File: config.mk
export PLATFORM = sky130hd
export DESIGN_NAME = witf_flat
export DESIGN_NICKNAME = d
export VERILOG_FILES = /design/src/rtl/witf_pkg.sv /design/src/rtl/witf_if.sv /design/src/rtl/witf_cmp.sv /design/src/rtl/witf.sv /design/src/flat_wrapper.sv
export SDC_FILE = /design/constraint.sdc
export NUM_CORES = 1
export LEC_CHECK = 0
export ABC_AREA = 1
export BUFFER_PORTS_ARGS = -buffer_cell sky130_fd_sc_hd__buf_2
export CORE_AREA = 2 2 77 79
export CTS_BUF_LIST = sky130_fd_sc_hd__clkbuf_16
export DETAILED_ROUTE_END_ITERATION = 12
export DIE_AREA = 0 0 79 81
export PLACE_DENSITY = 0.66
export SYNTH_ARGS = -nofsm -noshare
export SYNTH_HDL_FRONTEND = slang
export SYNTH_SLANG_ARGS = --single-unit
File: constraint.sdc
create_clock -name clk -period 6.4 [get_ports clk]
set_clock_uncertainty 0.05 [all_clocks]
set_input_delay 0.64 -clock clk [delete_from_list [all_inputs] [get_ports clk]]
set_output_delay 0.64 -clock clk [all_outputs]
set_load 0.01 [all_outputs]
File: src/rtl/witf_pkg.sv
// Write-in-flight table: shared register-index defines and entry helpers.
// Optional retire bypass is enabled with WITF_RETIRE_BYPASS_EN.
`ifndef WITF_DEFINES_SVH
`define WITF_DEFINES_SVH
`define RegAddrBus 4:0
`define WITF_DEPTH 4
`define WITF_ENTRY_W 6
`endif

package witf_pkg;
   localparam int REG_W   = 5;
   localparam int ENTRY_W = `WITF_ENTRY_W;

   // Entry layout: {valid, rd[4:0]}
   function automatic logic entry_valid(input logic [ENTRY_W-1:0] e);
      return e[ENTRY_W-1];
   endfunction

   function automatic logic [`RegAddrBus] entry_rd(input logic [ENTRY_W-1:0] e);
      return e[REG_W-1:0];
   endfunction

   function automatic logic [ENTRY_W-1:0] make_entry(input logic [`RegAddrBus] rd);
      return {1'b1, rd};
   endfunction
endpackage

File: src/rtl/witf_if.sv
// Decode/writeback <-> write-in-flight table signal bundle.
interface witf_if #(
   parameter int DEPTH = `WITF_DEPTH
);
   localparam int PTR_W = $clog2(DEPTH);

   logic               disp_en;
   logic [`RegAddrBus] rd;
   logic [`RegAddrBus] rs1;
   logic [`RegAddrBus] rs2;
   logic               wb_en;
   logic [`RegAddrBus] wb_rd;
   logic               isRAW;
   logic               witf_full;
   logic               witf_empty;
   logic [PTR_W:0]     witf_cnt;
   logic               witf_err;

   modport master (
      output disp_en, rd, rs1, rs2, wb_en, wb_rd,
      input  isRAW, witf_full, witf_empty, witf_cnt, witf_err
   );

   modport slave (
      input  disp_en, rd, rs1, rs2, wb_en, wb_rd,
      output isRAW, witf_full, witf_empty, witf_cnt, witf_err
   );
endinterface

File: src/rtl/witf_cmp.sv
// Per-entry RAW comparator: hit when a live, non-killed entry matches a nonzero source.
module witf_cmp
   import witf_pkg::*;
(
   input  logic [ENTRY_W-1:0] entry,
   input  logic [`RegAddrBus] rs1,
   input  logic [`RegAddrBus] rs2,
   input  logic               kill,
   output logic               hit
);
   logic [`RegAddrBus] erd;
   logic               m1;
   logic               m2;

   assign erd = entry_rd(entry);
   assign m1  = (rs1 != '0) && (rs1 == erd);
   assign m2  = (rs2 != '0) && (rs2 == erd);
   assign hit = entry_valid(entry) && !kill && (m1 || m2);
endmodule

File: src/rtl/witf.sv
// Write-in-flight table: in-order circular scoreboard of pending destination registers.
// Define WITF_RETIRE_BYPASS_EN to exclude the retiring head entry from the RAW compare.
module witf
   import witf_pkg::*;
#(
   parameter int DEPTH = `WITF_DEPTH,
   parameter int PTR_W = $clog2(DEPTH)
) (
   input  logic clk,
   input  logic rst,
   witf_if.slave bus
);
   localparam int CNT_W = PTR_W + 1;

   logic [ENTRY_W-1:0] entry_q [DEPTH];
   logic [PTR_W-1:0]   wr_ptr_q;
   logic [PTR_W-1:0]   rd_ptr_q;
   logic [CNT_W-1:0]   cnt_q;
   logic               err_q;

   logic               full;
   logic               empty;
   logic               do_disp;
   logic               do_ret;
   logic               proto_err;
   logic [ENTRY_W-1:0] head;
   logic [DEPTH-1:0]   kill;
   logic [DEPTH-1:0]   hit;

   // Status comes from registered count only, so a same-cycle retire never frees a full slot.
   assign full    = (cnt_q == CNT_W'(DEPTH));
   assign empty   = (cnt_q == '0);
   assign head    = entry_q[rd_ptr_q];
   assign do_disp = bus.disp_en && !full && (bus.rd != '0);
   assign do_ret  = bus.wb_en && !empty;

   assign proto_err = (bus.disp_en && full) || (bus.wb_en && empty) ||
                      (do_ret && (bus.wb_rd != entry_rd(head)));

   // NOTE: the entry array is reset because its valid bits feed isRAW combinationally;
   // an unreset valid bit would raise phantom hazards after power-up.
   // NOTE: all state here uses non-blocking assignments so every register samples pre-edge values.
   always_ff @(posedge clk or negedge rst) begin
      if (!rst) begin
         for (int i = 0; i < DEPTH; i++) entry_q[i] <= '0;
         wr_ptr_q <= '0;
         rd_ptr_q <= '0;
         cnt_q    <= '0;
         err_q    <= 1'b0;
      end else begin
         if (do_disp) begin
            entry_q[wr_ptr_q] <= make_entry(bus.rd);
            wr_ptr_q          <= wr_ptr_q + PTR_W'(1);
         end
         if (do_ret) begin
            entry_q[rd_ptr_q][ENTRY_W-1] <= 1'b0;
            rd_ptr_q                     <= rd_ptr_q + PTR_W'(1);
         end
         case ({do_disp, do_ret})
            2'b10:   cnt_q <= cnt_q + CNT_W'(1);
            2'b01:   cnt_q <= cnt_q - CNT_W'(1);
            default: cnt_q <= cnt_q;
         endcase
         if (proto_err) err_q <= 1'b1;
      end
   end

`ifdef WITF_RETIRE_BYPASS_EN
   // NOTE: default first so no path through this block can infer a latch.
   always_comb begin
      kill           = '0;
      kill[rd_ptr_q] = do_ret;
   end
`else
   assign kill = '0;
`endif

   for (genvar g = 0; g < DEPTH; g++) begin : g_cmp
      witf_cmp u_cmp (
         .entry (entry_q[g]),
         .rs1   (bus.rs1),
         .rs2   (bus.rs2),
         .kill  (kill[g]),
         .hit   (hit[g])
      );
   end

   assign bus.isRAW      = |hit;
   assign bus.witf_full  = full;
   assign bus.witf_empty = empty;
   assign bus.witf_cnt   = cnt_q;
   assign bus.witf_err   = err_q;
endmodule
File: src/flat_wrapper.sv
// flat-port wrapper written by rule: the top's interface ports become plain ports
module witf_flat import witf_pkg::*;
#(
   parameter int DEPTH = `WITF_DEPTH,
   parameter int PTR_W = $clog2(DEPTH)
)
  (clk, rst, bus_disp_en, bus_rd, bus_rs1, bus_rs2, bus_wb_en, bus_wb_rd, bus_isRAW, bus_witf_full, bus_witf_empty, bus_witf_cnt, bus_witf_err);
  witf_if #(.DEPTH(DEPTH)) bus_i ();
  input  logic clk;
  input  logic rst;
  input wire logic [$bits(bus_i.disp_en)-1:0] bus_disp_en;
  input wire logic [$bits(bus_i.rd)-1:0] bus_rd;
  input wire logic [$bits(bus_i.rs1)-1:0] bus_rs1;
  input wire logic [$bits(bus_i.rs2)-1:0] bus_rs2;
  input wire logic [$bits(bus_i.wb_en)-1:0] bus_wb_en;
  input wire logic [$bits(bus_i.wb_rd)-1:0] bus_wb_rd;
  output wire logic [$bits(bus_i.isRAW)-1:0] bus_isRAW;
  output wire logic [$bits(bus_i.witf_full)-1:0] bus_witf_full;
  output wire logic [$bits(bus_i.witf_empty)-1:0] bus_witf_empty;
  output wire logic [$bits(bus_i.witf_cnt)-1:0] bus_witf_cnt;
  output wire logic [$bits(bus_i.witf_err)-1:0] bus_witf_err;
  assign bus_i.disp_en = bus_disp_en;
  assign bus_i.rd = bus_rd;
  assign bus_i.rs1 = bus_rs1;
  assign bus_i.rs2 = bus_rs2;
  assign bus_i.wb_en = bus_wb_en;
  assign bus_i.wb_rd = bus_wb_rd;
  assign bus_isRAW = bus_i.isRAW;
  assign bus_witf_full = bus_i.witf_full;
  assign bus_witf_empty = bus_i.witf_empty;
  assign bus_witf_cnt = bus_i.witf_cnt;
  assign bus_witf_err = bus_i.witf_err;
  witf #(.DEPTH(DEPTH), .PTR_W(PTR_W)) u_core (.clk(clk), .rst(rst), .bus(bus_i));
endmodule
=== After elaboration in Yosys (flattened, before gate mapping) ===
Index checks and enable logic that the tools add are counted.
W data, S select, Z words.

* Output and inout bits: 7
* Input bits: 24
* Bits in registers: 32

* Equal/unequal tests: 12
* Reductions and logical operators: 34
* $lt $le $gt $ge: 4
* Bitwise logic cells: 4
* Multiplexer cells: 11
* Add/sub/neg operators: 4

{| class="wikitable"
|+ Operator list
! operator !! count
|-
| $mux W24 || 2
|-
| $eq A5 B5 Y1 || 8
|-
| $and A24 B24 Y24 || 1
|-
| $bwmux W24 || 1
|-
| $demux W6 S2 || 2
|-
| $not A24 Y24 || 1
|-
| $logic_and A1 B1 Y1 || 20
|-
| $reduce_bool A5 Y1 || 3
|-
| $bmux W6 S2 || 1
|-
| $mux W6 || 2
|-
| $mux W5 || 2
|-
| $ge A3 B3 Y1 const B || 2
|-
| $logic_or A1 B1 Y1 || 6
|-
| $lt A3 B1 Y1 const B || 2
|-
| $not A2 Y3 || 2
|-
| $pmux W3 S2 || 1
|-
| $ne A5 B5 Y1 || 1
|-
| $add A2 B1 Y2 const B || 2
|-
| $reduce_or A4 Y1 || 1
|-
| $add A3 B1 Y3 const B || 1
|-
| $eq A3 B3 Y1 const B || 1
|-
| $logic_not A3 Y1 || 1
|-
| $sub A3 B1 Y3 const B || 1
|-
| $eq A2 B1 Y1 const B || 1
|-
| other kinds (3) || 4
|}

=== Logic depth before layout (Yosys ltp) ===
Gate-level depths: netlist of the first run.

* Word-level depth: 9
* Gate-level depth with buffers: 12
* Mapped depth without buffers: 11

=== Modules after synthesis ===
A second synthesis of the first run with hierarchy kept.

* Cells, all modules: 439
* Area total of the unflattened synthesis: 2605.0 µm²

{| class="wikitable"
|+ Modules (own cells, without submodules)
! module !! times used !! cells an instance !! sequential area each (µm²) !! area an instance (µm²)
|-
| witf || 1 || 203 || 800.8 || 1704.1
|-
| witf_cmp || 4 || 59 || 0.0 || 225.2
|}

=== Worst setup path after synthesis of the first run ===
Ideal clock, no wire load.

* Path kind: input to register
* From: input bus_rd[2]
* To: register u_core.cnt_q[2] (netlist: u_core.bus.witf_cnt[2])
* Buffers on the path: 0
* Arrival time: 2047 ps
* Stages: 9
* Setup slack: 4172 ps
* Data required time: 6219 ps
* Cells stage by stage: nor3_2 -> nand2_2 -> nand2_2 -> ha_1 -> inv_1 -> fa_1 -> a21oi_1 -> o21ai_0 -> xor2_1

* Cells in the longest elaborated chain, start to end: 4
* Elaborated cells on any way between the ends: 6

{| class="wikitable"
|+ RTL lines
! item !! RTL line !! text
|-
| from (decl) || flat_wrapper.sv:12 || <nowiki>input wire logic [$bits(bus_i.rd)-1:0] bus_rd;</nowiki>
|-
| $reduce_bool A5 Y1 * || witf.sv:34 || <nowiki>assign do_disp = bus.disp_en && !full && (bus.rd != '0);</nowiki>
|-
| $logic_and A1 B1 Y1 * || witf.sv:34 ||
|-
| $eq A2 B1 Y1 or $eq A2 B2 Y1 (tied branches) || witf.sv:59 || <nowiki>case ({do_disp, do_ret})</nowiki>
|-
| $pmux W3 S2 or $reduce_bool A2 Y1 (tied branches) || - ||
|-
| to (signal assigned) || witf.sv:60 || <nowiki>2'b10: cnt_q <= cnt_q + CNT_W'(1);</nowiki>
|-
| to (signal assigned) || witf.sv:61 || <nowiki>2'b01: cnt_q <= cnt_q - CNT_W'(1);</nowiki>
|-
| to (signal assigned) || witf.sv:62 || <nowiki>default: cnt_q <= cnt_q;</nowiki>
|-
| to (decl) || witf.sv:18 || <nowiki>logic [CNT_W-1:0] cnt_q;</nowiki>
|}

Every way passes the cells marked *; elsewhere a longest branch is shown, timed or not.
A chain may end at the register's enable or synchronous reset.

=== Worst setup path in the final report of the first run ===
* From: input bus_rs2[0]
* To: output bus_isRAW

* Cells in the longest elaborated chain, start to end: 5
* Elaborated cells on any way between the ends: 18

{| class="wikitable"
|+ RTL lines
! item !! RTL line !! text
|-
| from (decl) || flat_wrapper.sv:14 || <nowiki>input wire logic [$bits(bus_i.rs2)-1:0] bus_rs2;</nowiki>
|-
| $eq A5 B5 Y1 or $reduce_bool A5 Y1 (tied branches) || witf_cmp.sv:17 || <nowiki>assign m2 = (rs2 != '0) && (rs2 == erd);</nowiki>
|-
| $logic_and A1 B1 Y1 || witf_cmp.sv:17 ||
|-
| $logic_or A1 B1 Y1 || witf_cmp.sv:18 || <nowiki>assign hit = entry_valid(entry) && !kill && (m1 || m2);</nowiki>
|-
| $logic_and A1 B1 Y1 || witf_cmp.sv:18 ||
|-
| $reduce_or A4 Y1 * || witf.sv:88 || <nowiki>assign bus.isRAW = |hit;</nowiki>
|-
| to (decl) || flat_wrapper.sv:17 || <nowiki>output wire logic [$bits(bus_i.isRAW)-1:0] bus_isRAW;</nowiki>
|}

Marks and branches as above.

==> key figures, run 1 <==
Status
  – Status: completed

Worst setup path
  – R2r setup slk: 4240 ps
  – Crit path max fanout: 6
  – CP Class: in2out
  – WP data arrival: 1660 ps
  – Worst EP required: about 5700 ps
  – Critical path endpoint category: primary output
  – Crit path launch type: input pin

STA
  – Endpoints failing hold: 0
  – Setup TNS: 0 ps
  – Final critical-path required period: 2350 ps
  – Max Transition Viols Final: 0
  – RSZ-0062 raised after global routing: false
  – Final setup fails: 0
  – Max frequency: 426 MHz
  – Final worst-path cycle share: 36.7%
  – Slew margin rel.: 52.4%
  – Worst-Margin Slew: about 710 ps

Clock tree
  – Worst-skew pair later-pin latency: around 280 ps
  – CTS sink cnt: 32
  – Post-CTS sizing: 0
  – Post-CTS setup buffers: 0
  – CTS Root Cell: clkbuf_16
  – Num CTS Buffers: 5
  – Clk slew on worst S/H paths: about 50 ps
  – Hold-fix buffers, CTS: 0
  – Max clock buf depth: 2
  – CTS tree: yes
  – Max H-tree Level: 2

Synthesis
  – Netlist cell types: 29
  – Main flop type after synthesis: dfrtp_1
  – Post-synth EDFFs: 0
  – Mapped Cells: roughly 320
  – Avg Inst Size Synth: roughly 7.5 um2
  – Synth cell count leaders: 139 x nand2_1, 32 x dfrtp_1, 32 x xnor2_1
  – Synth top area share: 32.8%
  – Async SR Flop Fraction: between 90% and 100%
  – Post-synth top area cell: dfrtp_1
  – Post-synthesis register bit count: 32
  – Ranking of synthesized cells by area: dfrtp_1 33%, nand2_1 21%, xnor2_1 11%
  – Synthesized area: 0.00244 mm2
  – Yosys warns: 0
  – Sequential cell area fraction in the yosys report: 32.8%
  – Most frequent cell after synthesis: nand2_1
  – Net Count, Synth: 358

Detailed routing
  – WL/cell: 14.1 um
  – Post-DRT Antenna Nets: 0
  – Met3 WL: 336 um
  – Router iterations before antenna repair: 4
  – Via count: 2,061
  – Top sig layer: met4
  – Routed Wire Length: 5.99 mm
  – Vias/cell: 4.85
  – Met2 wire length: around 2.8 mm
  – DRC violations left: 0
  – Met1 wire length: 2.75 mm
  – Drt initial violations: 161

GRT
  – Largest net degree at the start of global routing: 33
  – Initial antenna violation count: 0
  – Global-route wire length before repair: 10.2 mm
  – Global route total overflow: 0
  – Total GRT Usage: 21.0%
  – Vias in the first global route: 2,026

Die
  – Die X: 79 um
  – Full die area: 0.00640 mm2
  – Die span in y: 81 um
  – Core Rows: 28
  – IO Pins: 31
  – Starting Density: 43.1%
  – Core ar.: about 0.0057 mm2

Pwr
  – Net Sw Power: 0.578 mW
  – LEAKAGE: 1.40 nW
  – Flop pwr share: about a third
  – Maximum vdd drop: 0.219 mV
  – Switching Fraction: 43.6%
  – Combinational share of power: 44.6%
  – Clock share of power: 20.1%
  – Pint: 0.747 mW
  – P per Cell Area: 477 mW/mm2

Final layout
  – Finished Core Util: about half
  – Layout cells sized above 1: between 10% and 20%
  – Diode count: 0
  – Syn-to-layout area delta: 13.6%
  – Layout net count: between 300 and 400

Job
  – Max cap viols: 0

Min path
  – Worst min path class: in2async

Place
  – Global placement routability congestion: 0.877
  – DP HPWL: approximately 4.5 mm
  – Buffers on Ports: 30
## placed cells by master (no fill, tap or decap), types with 2 or more instances in the layout
master and instances:
nand2_1 139, xnor2_1 32, dfrtp_1 32, buf_2 30, nor2_1 22, inv_1 20
nand3_1 12, xor2_1 10, ha_1 9, clkbuf_16 5, nand3_4 4, inv_4 4
a2bb2oi_2 4, o21ai_1 4, nand3b_1 3, nor3_2 2, nand2_2 2, nor2_2 2
o21ai_0 2, a21oi_1 2, clkinv_1 2
## power by group through the flow
stage | clock network, mW | logic, mW | registers, mW
2_1_floorplan | 0 | 0.498 | 0.402
3_3_place_gp | 0 | 0.578 | 0.467
3_5_place_dp | 0 | 0.590 | 0.466
4_1_cts | 0.271 | 0.595 | 0.464
5_1_grt | 0.281 | 0.684 | 0.480
6_report | 0.267 | 0.590 | 0.468
## critical path: stages
cell and delay, ps:
buf_2 150, nor2_1 150, nand2_1 80, nor2_2 130, nor2_1 70, nand2_1 80
nand2_1 60, nand2_1 50, nand2_1 50, inv_1 50, nand2_1 40, buf_2 130
## area by class of cell
class | count | area, um2
fill | 590 | 2900
timing repair buffer | 30 | 150
multi-input combinational | 255 | 1470
clock inverter | 3 | 37.5
inverter | 25 | 104
clock buffer | 5 | 125
sequential | 32 | 801
tap | 75 | 93.8
## final timing paths
path	from	to	depth (start not counted)
hold / removal	rst	u_core.bus.witf_err	1
min in group clk	u_core.bus.witf_err	u_core.bus.witf_err	2
setup / recovery	bus_rs2[0]	bus_isRAW	12
setup reg to reg	u_core.bus.witf_cnt[1]	u_core.bus.witf_cnt[2]	9
max in group asynchronous	rst	async pin	1
hold reg to reg	u_core.bus.witf_err	u_core.bus.witf_err	2
## cells by family after synthesis
family / after synthesis / share of synthesized area [%]
simple gates: 190 / 35.0
xor+xnor: 42 / 15.0
buf+inv: 37 / 7.32
flops: 32 / 32.8
compound gates: 13 / 4.45
fa+ha+maj: 10 / 5.42
## layer usage
metal / vias to the layer above / global-route usage (%)
met3: 10 / 3.22
met4: 0 / 9.14
li1: 1038 / -
met2: 61 / 33.4
met1: 952 / 28.4
met5: - / 0
## through the flow
step                      cells  power [mW]  cell area (um2)  hold WS, ps  worst slack (ps)
after global routing        425        1.44             2780          425              3880
after global placement      417        1.04             2610          428              3950
after detailed placement    417        1.06             2610          420              3930
final                       425        1.32             2780          360              4050
after floorplan             324       0.901             2440          294              4170
after CTS                   425        1.33             2780          392              4050
Power figures use the tool's default switching activity.
==> run 2, diff against run 1 <==
==> constraint.sdc (replaced) <==
create_clock -name clk -period 2.3 [get_ports clk]
set_clock_uncertainty 0.05 [all_clocks]
set_input_delay 0.23 -clock clk [delete_from_list [all_inputs] [get_ports clk]]
set_output_delay 0.23 -clock clk [all_outputs]
set_load 0.01 [all_outputs]
==> run 2 against run 1 <==
- count of clock-buffer cells in the layout unchanged
- non-clock buffer count rose by 4
- register-to-register slack got worse by 4100 ps
- cell count increased by 0.94%
- core utilization is 0.66 points higher
- largest power group unchanged
- flip-flop and latch count unchanged
- sequential power grew to 2.8 times the previous value
- sequential share of layout area is 0.38 points lower
- highest routed layer unchanged
- worst setup slack worse by 3900 ps
- critical path depth down 2
==> key figures, run 2 (synthesis gave the netlist of run 1 again) <==
Final layout
  – Most frequent cells in the layout: 139 x nand2_1, 32 x xnor2_1, 32 x dfrtp_1
  – Layout cells sized above 1: 17.8% (+1.2 points)
  – Final Instance Area: 0.00281 mm2 (+1.4%)
  – Most common cell after layout, fill and taps aside: nand2_1
  – Layout net count: 387 (+1.0%)
  – Syn-to-layout area delta: 15.1%
  – Fin cells: 429 (+0.94%)
  – Diode count: 0 (unchanged)

Die
  – Starting Density: 43.1% (unchanged)
  – Core Rows: 28 (unchanged)
  – Die span in y: 81 um (unchanged)
  – Core ar.: 0.00568 mm2 (unchanged)
  – Full die area: 0.00640 mm2 (unchanged)
  – Die X: 79 um (unchanged)
  – IO Pins: 31 (unchanged)

Clock tree
  – CTS Root Cell: clkbuf_16
  – Max H-tree Level: 2 (unchanged)
  – Max clock buf depth: 2 (unchanged)
  – CTS sink cnt: 32 (unchanged)
  – Clk slew on worst S/H paths: 50 ps (about the same)
  – Worst-skew pair later-pin latency: 270 ps (about the same)
  – Num CTS Buffers: 5 (unchanged)
  – CTS tree: yes

Worst setup path
  – Worst EP required: 2400 ps (-3310 ps)
  – Crit path launch type: register
  – Crit path cell chain: inv_1 > nor3_4 > nor2_8 > nand2_2 > ha_1 > inv_1 > fa_1 > a21oi_1 > o21ai_1 > xor2_1
  – Critical path buffer and inverter count: 2 (-1)
  – CP Class: reg2reg
  – WP data arrival: 2260 ps (+600 ps)
  – Most used cell, CP: inv_1
  – Slowest CP cell: fa_1
  – CP max stage delay: 380 ps (+230 ps)
  – Crit path max fanout: 5 (-1)
  – Critical path endpoint category: register
  – Crit path max-delay family: simple AND/OR/NAND/NOR gates

GRT
  – Global route total overflow: 0 (unchanged)
  – Vias in the first global route: 1,990 (-1.8%)
  – Total GRT Usage: 19.9% (-1.1 points)
  – Initial antenna violation count: 0 (unchanged)
  – Global-route wire length before repair: 9.58 mm (-5.6%)
  – Largest net degree at the start of global routing: 33 (unchanged)

STA
  – Max frequency: 464 MHz
  – Slew margin rel.: 52.8% (+0.39 points)
  – Hold_ws: 164 ps (-196 ps)
  – Final worst-path cycle share: a little over nine tenths
  – Max Transition Viols Final: 0 (unchanged)
  – Setup TNS: 0 ps (unchanged)
  – Endpoints failing hold: 0 (unchanged)
  – Final critical-path required period: about 2200 ps
  – Post-route setup slack: 143 ps (-3910 ps)
  – Worst-Margin Slew: 708 ps (-5.90 ps)
  – Final setup fails: 0 (unchanged)

Detailed routing
  – WL/cell: 13.6 um (-3.9%)
  – Via count: 2,036 (-1.2%)
  – Routed Wire Length: 5.82 mm (-3.0%)
  – Post-DRT Antenna Nets: 0 (unchanged)
  – Router iterations before antenna repair: 4 (unchanged)
  – DRC violations left: 0 (unchanged)
  – Drt initial violations: 112 (-30%)
  – Vias/cell: 4.75 (-2.1%)

Min path
  – Worst min path class: in2reg

Status
  – Status: completed

Pwr
  – Maximum vdd drop: 0.854 mV (+290%)
  – P per Cell Area: 1320 mW/mm2 (+180%)
  – LEAKAGE: 1.42 nW (+1.4%)

Place
  – Pre-CTS setup slack: 108 ps (-3820 ps)
  – Buffers on Ports: 30 (unchanged)
  – Placed insts: 418 (+0.24%)
  – Placed cell areas: 0.00262 mm2 (+0.29%)
  – DP HPWL: 4.46 mm (about the same)
  – Global placement routability congestion: 0.852 (-2.9%)

Job
  – Max cap viols: 0 (unchanged)
## run 2: cell types whose count changed in the layout (fill, tap and decap cells not counted)
cell	previous run	this run
clkinv_2	0	1
clkinvlp_4	0	1
dlygate4sd3_1	0	1
o21ai_1	4	5
o21ai_0	2	1
clkinv_1	2	0
buf_4	0	3
## run 2: path summary, 6_finish.rpt
path	slack (ps)	to	startpoint	cells past startpoint
setup / recovery	140	u_core.bus.witf_cnt[2]	u_core.bus.witf_cnt[2]	10
hold / removal	160	u_core.bus.witf_err	bus_disp_en	3
setup reg to reg	140	u_core.bus.witf_cnt[2]	u_core.bus.witf_cnt[2]	10
hold reg to reg	450	u_core.bus.witf_err	u_core.bus.witf_err	2
max in group asynchronous	1250	async pin	rst	2
min in group asynchronous	500	u_core.bus.witf_err	rst	2
## run 2: layer usage
metal | vias to the layer above | global-route usage, % | share of wire, %
met5 | - | 0 | 0
met4 | 0 | 7.07 | 1.9
met3 | 10 | 3.00 | 3.6
met2 | 46 | 33.6 | 47
met1 | 928 | 26.1 | 48
li1 | 1052 | - | -
## run 2: area by class of cell
cell class | count | area, um2
clock buffer | 5 | 125
clock inverter | 3 | 42.5
fill | 571 | 2860
inverter | 25 | 104
multi-input combinational | 255 | 1470
sequential | 32 | 801
tap | 75 | 93.8
timing repair buffer | 34 | 183
## run 2: worst min-delay path, stage by stage
cell	delay, ps
buf_2	90
a221oi_1	60
nand2_1	70
## run 2: metrics by stage
| stage | util [%] | total power, mW |
|---|---|---|
| 6_report | 49.6 | 3.71 |
| 5_1_grt | 49.6 | 4.04 |
| 3_5_place_dp | 46.2 | 2.94 |
| 3_3_place_gp | 46.2 | 2.90 |
| 2_1_floorplan | - | 2.51 |
| 4_1_cts | 49.3 | 3.70 |
## run 2: power by group
| part | switching (mW) | internal, mW |
|---|---|---|
| registers | 0.473 | 0.827 |
| logic | 0.889 | 0.770 |
| clock network | 0.239 | 0.508 |
## run 2: timing repair
| item | in CTS | in global routing |
|---|---|---|
| endpoints found under the hold margin | 32 | 0 |
| setup endpoints to repair | 0 | 1 |
| hold buffers | 1 | 0 |
| resized for setup | 0 | 1 |
| buffers inserted | 0 | 2 |
==> run 3, diff against run 2 <==
==> constraint.sdc (replaced) <==
create_clock -name clk -period 2 [get_ports clk]
set_clock_uncertainty 0.05 [all_clocks]
set_input_delay 0.2 -clock clk [delete_from_list [all_inputs] [get_ports clk]]
set_output_delay 0.2 -clock clk [all_outputs]
set_load 0.01 [all_outputs]
==> run 3 against run 2 <==
- highest routed layer unchanged
- fmax increased by 12%
- non-clock buffer count increased by 4
- critical path type unchanged
- global-route usage increased by 0.45 points
- critical endpoint is now u_core.bus.witf_cnt[1]
- worst setup slack got worse by 72 ps
==> key figures, run 3 (synthesis gave the netlist of run 1 again) <==
Detailed routing
  – Post-DRT Antenna Nets: 0 (unchanged)
  – DRC violations left: 0 (unchanged)
  – Vias/cell: 4.80 (+1.1%)
  – WL/cell: 13.6 um (+0.44%)
  – Router iterations before antenna repair: 4 (unchanged)
  – Drt initial violations: 138 (+23%)
  – Via count: 2,077 (+2.0%)
  – Routed Wire Length: 5.90 mm (+1.4%)

Place
  – Buffers on Ports: 30 (unchanged)
  – Global placement routability congestion: 0.882 (+3.6%)
  – Pre-CTS setup slack: 25.8 ps (-82.6 ps)
  – DP HPWL: 4.53 mm (+1.7%)
  – Placed insts: 423 (+1.2%)

Final layout
  – Syn-to-layout area delta: 17.1%
  – Layout cells sized above 1: 19.6% (+1.8 points)
  – Finished Core Util: 50.4% (+0.86 points)
  – Layout net count: 391 (+1.0%)
  – Diode count: 0 (unchanged)
  – Most frequent cells in the layout: 139 x nand2_1, 32 x xnor2_1, 32 x dfrtp_1
  – Most common cell after layout, fill and taps aside: nand2_1
  – Fin cells: 433 (+0.93%)

STA
  – RSZ-0062 raised after global routing: true
  – Endpoints failing hold: 0 (unchanged)
  – Slew margin rel.: 52.7% (-0.092 points)
  – Final critical-path required period: 1930 ps (-228 ps)
  – Setup TNS: 0 ps (unchanged)
  – Hold_ws: 116 ps (-48.2 ps)
  – Final worst-path cycle share: 96.5% (+2.7 points)
  – Post-route setup slack: 70.6 ps (-72.1 ps)
  – Max Transition Viols Final: 0 (unchanged)
  – Final setup fails: 0 (unchanged)
  – Worst-Margin Slew: 709 ps (+1.38 ps)
  – Max frequency: 518 MHz (+12%)

Clock tree
  – CTS tree: yes
  – Max H-tree Level: 2 (unchanged)
  – Num CTS Buffers: 5 (unchanged)
  – Max clock buf depth: 2 (unchanged)
  – Worst-skew pair later-pin latency: 280 ps (about the same)
  – Clk slew on worst S/H paths: 50 ps (about the same)
  – CTS Root Cell: clkbuf_16
  – CTS sink cnt: 32 (unchanged)

Die
  – Core Rows: 28 (unchanged)
  – IO Pins: 31 (unchanged)
  – Core ar.: 0.00568 mm2 (unchanged)
  – Die X: 79 um (unchanged)
  – Starting Density: 43.1% (unchanged)
  – Full die area: 0.00640 mm2 (unchanged)
  – Die span in y: 81 um (unchanged)

GRT
  – Global route total overflow: 0 (unchanged)
  – Initial antenna violation count: 0 (unchanged)
  – Global-route wire length before repair: 9.93 mm (+3.6%)
  – Largest net degree at the start of global routing: 33 (unchanged)
  – Vias in the first global route: 2,061 (+3.6%)
  – Total GRT Usage: 20.3% (+0.45 points)

Worst setup path
  – Slowest CP cell: fa_2
  – Critical path endpoint category: register
  – CP max stage delay: 420 ps (+40 ps)
  – WP data arrival: 2070 ps (-190 ps)
  – Crit path max-delay family: adder cells
  – Crit path max fanout: 4 (-1)
  – Crit path cell chain: buf_4 > nor3_2 > nor2_4 > ha_4 > inv_2 > fa_2 > o21ai_0
  – Worst EP required: 2140 ps (-260 ps)
  – Crit path launch type: register
  – Critical path buffer and inverter count: 2 (unchanged)
  – CP Class: reg2reg

Min path
  – Worst min path class: in2reg

Pwr
  – P per Cell Area: 1510 mW/mm2 (+15%)
  – Clock share of power: 19.5% (-0.7 points)
  – Net Sw Power: 1.86 mW (+16%)
  – Switching Fraction: 42.9% (-0.25 points)
  – Maximum vdd drop: 0.804 mV (-5.9%)
  – LEAKAGE: 1.44 nW (+1.2%)
  – Combinational share of power: 47.1% (+2.3 points)
  – Flop pwr share: 33.4% (-1.7 points)
  – Pint: 2.47 mW (+17%)

Job
  – Max cap viols: 0 (unchanged)

Status
  – Status: completed
## run 3: cell count changes in the layout (fill, tap and decap cells not counted), moves of 2 or more
cell      before  now
inv_1         20   18
buf_4          3    7
clkinv_1       0    2
inv_2          1    3
## run 3: repair_timing
item	4_1_cts	5_1_grt
gates resized for setup	0	1
endpoints found under the hold margin	32	0
endpoints found under the setup margin	0	2
hold buffers	1	0
buffers inserted	0	1
## run 3: layer usage
metal | share of wire [%] | track usage, %
met3 | 6.6 | 3.33
met2 | 47 | 35.1
met5 | 0 | 0
met4 | 1.9 | 7.24
met1 | 44 | 25.9
## run 3: final cells by class
type,count,area [um2]
flip-flops and latches,32,801
repair buffers,38,213
well taps,75,93.8
clock buffers,5,125
inverters,25,104
fillers,561,2810
multi-input cells,255,1490
clock inverters,3,37.5
## run 3: worst paths after layout
kind	startpoint	to	slack, ps	depth (start not counted)
min reg2reg	u_core.bus.witf_err	u_core.bus.witf_err	430	2
min in group asynchronous	rst	u_core.bus.witf_cnt[0]	460	2
min	bus_disp_en	u_core.bus.witf_err	120	3
max reg2reg	u_core.bus.witf_cnt[0]	u_core.bus.witf_cnt[1]	70	7
max	u_core.bus.witf_cnt[0]	u_core.bus.witf_cnt[1]	70	7
max in group asynchronous	rst	async pin	990	2
## run 3: power by group through the flow
stage	Sequential (mW)	Combinational, mW	Clock, mW
2_1_floorplan	1.29	1.63	0
3_3_place_gp	1.44	1.98	0
3_5_place_dp	1.45	2.02	0
4_1_cts	1.44	2.03	0.856
5_1_grt	1.48	2.33	0.885
6_report	1.45	2.04	0.843
## run 3: tightest hold or removal path, cell delays in order
cell      delay, ps
buf_2            90
a221oi_1         60
nand2_1          60
## run 3: stage by stage
step / power [mW] / cell area (um2)
after floorplan: 2.91 / 2460
after global placement: 3.42 / 2680
after detailed placement: 3.47 / 2680
after CTS: 4.32 / 2850
after global routing: 4.70 / 2860
final: 4.33 / 2860
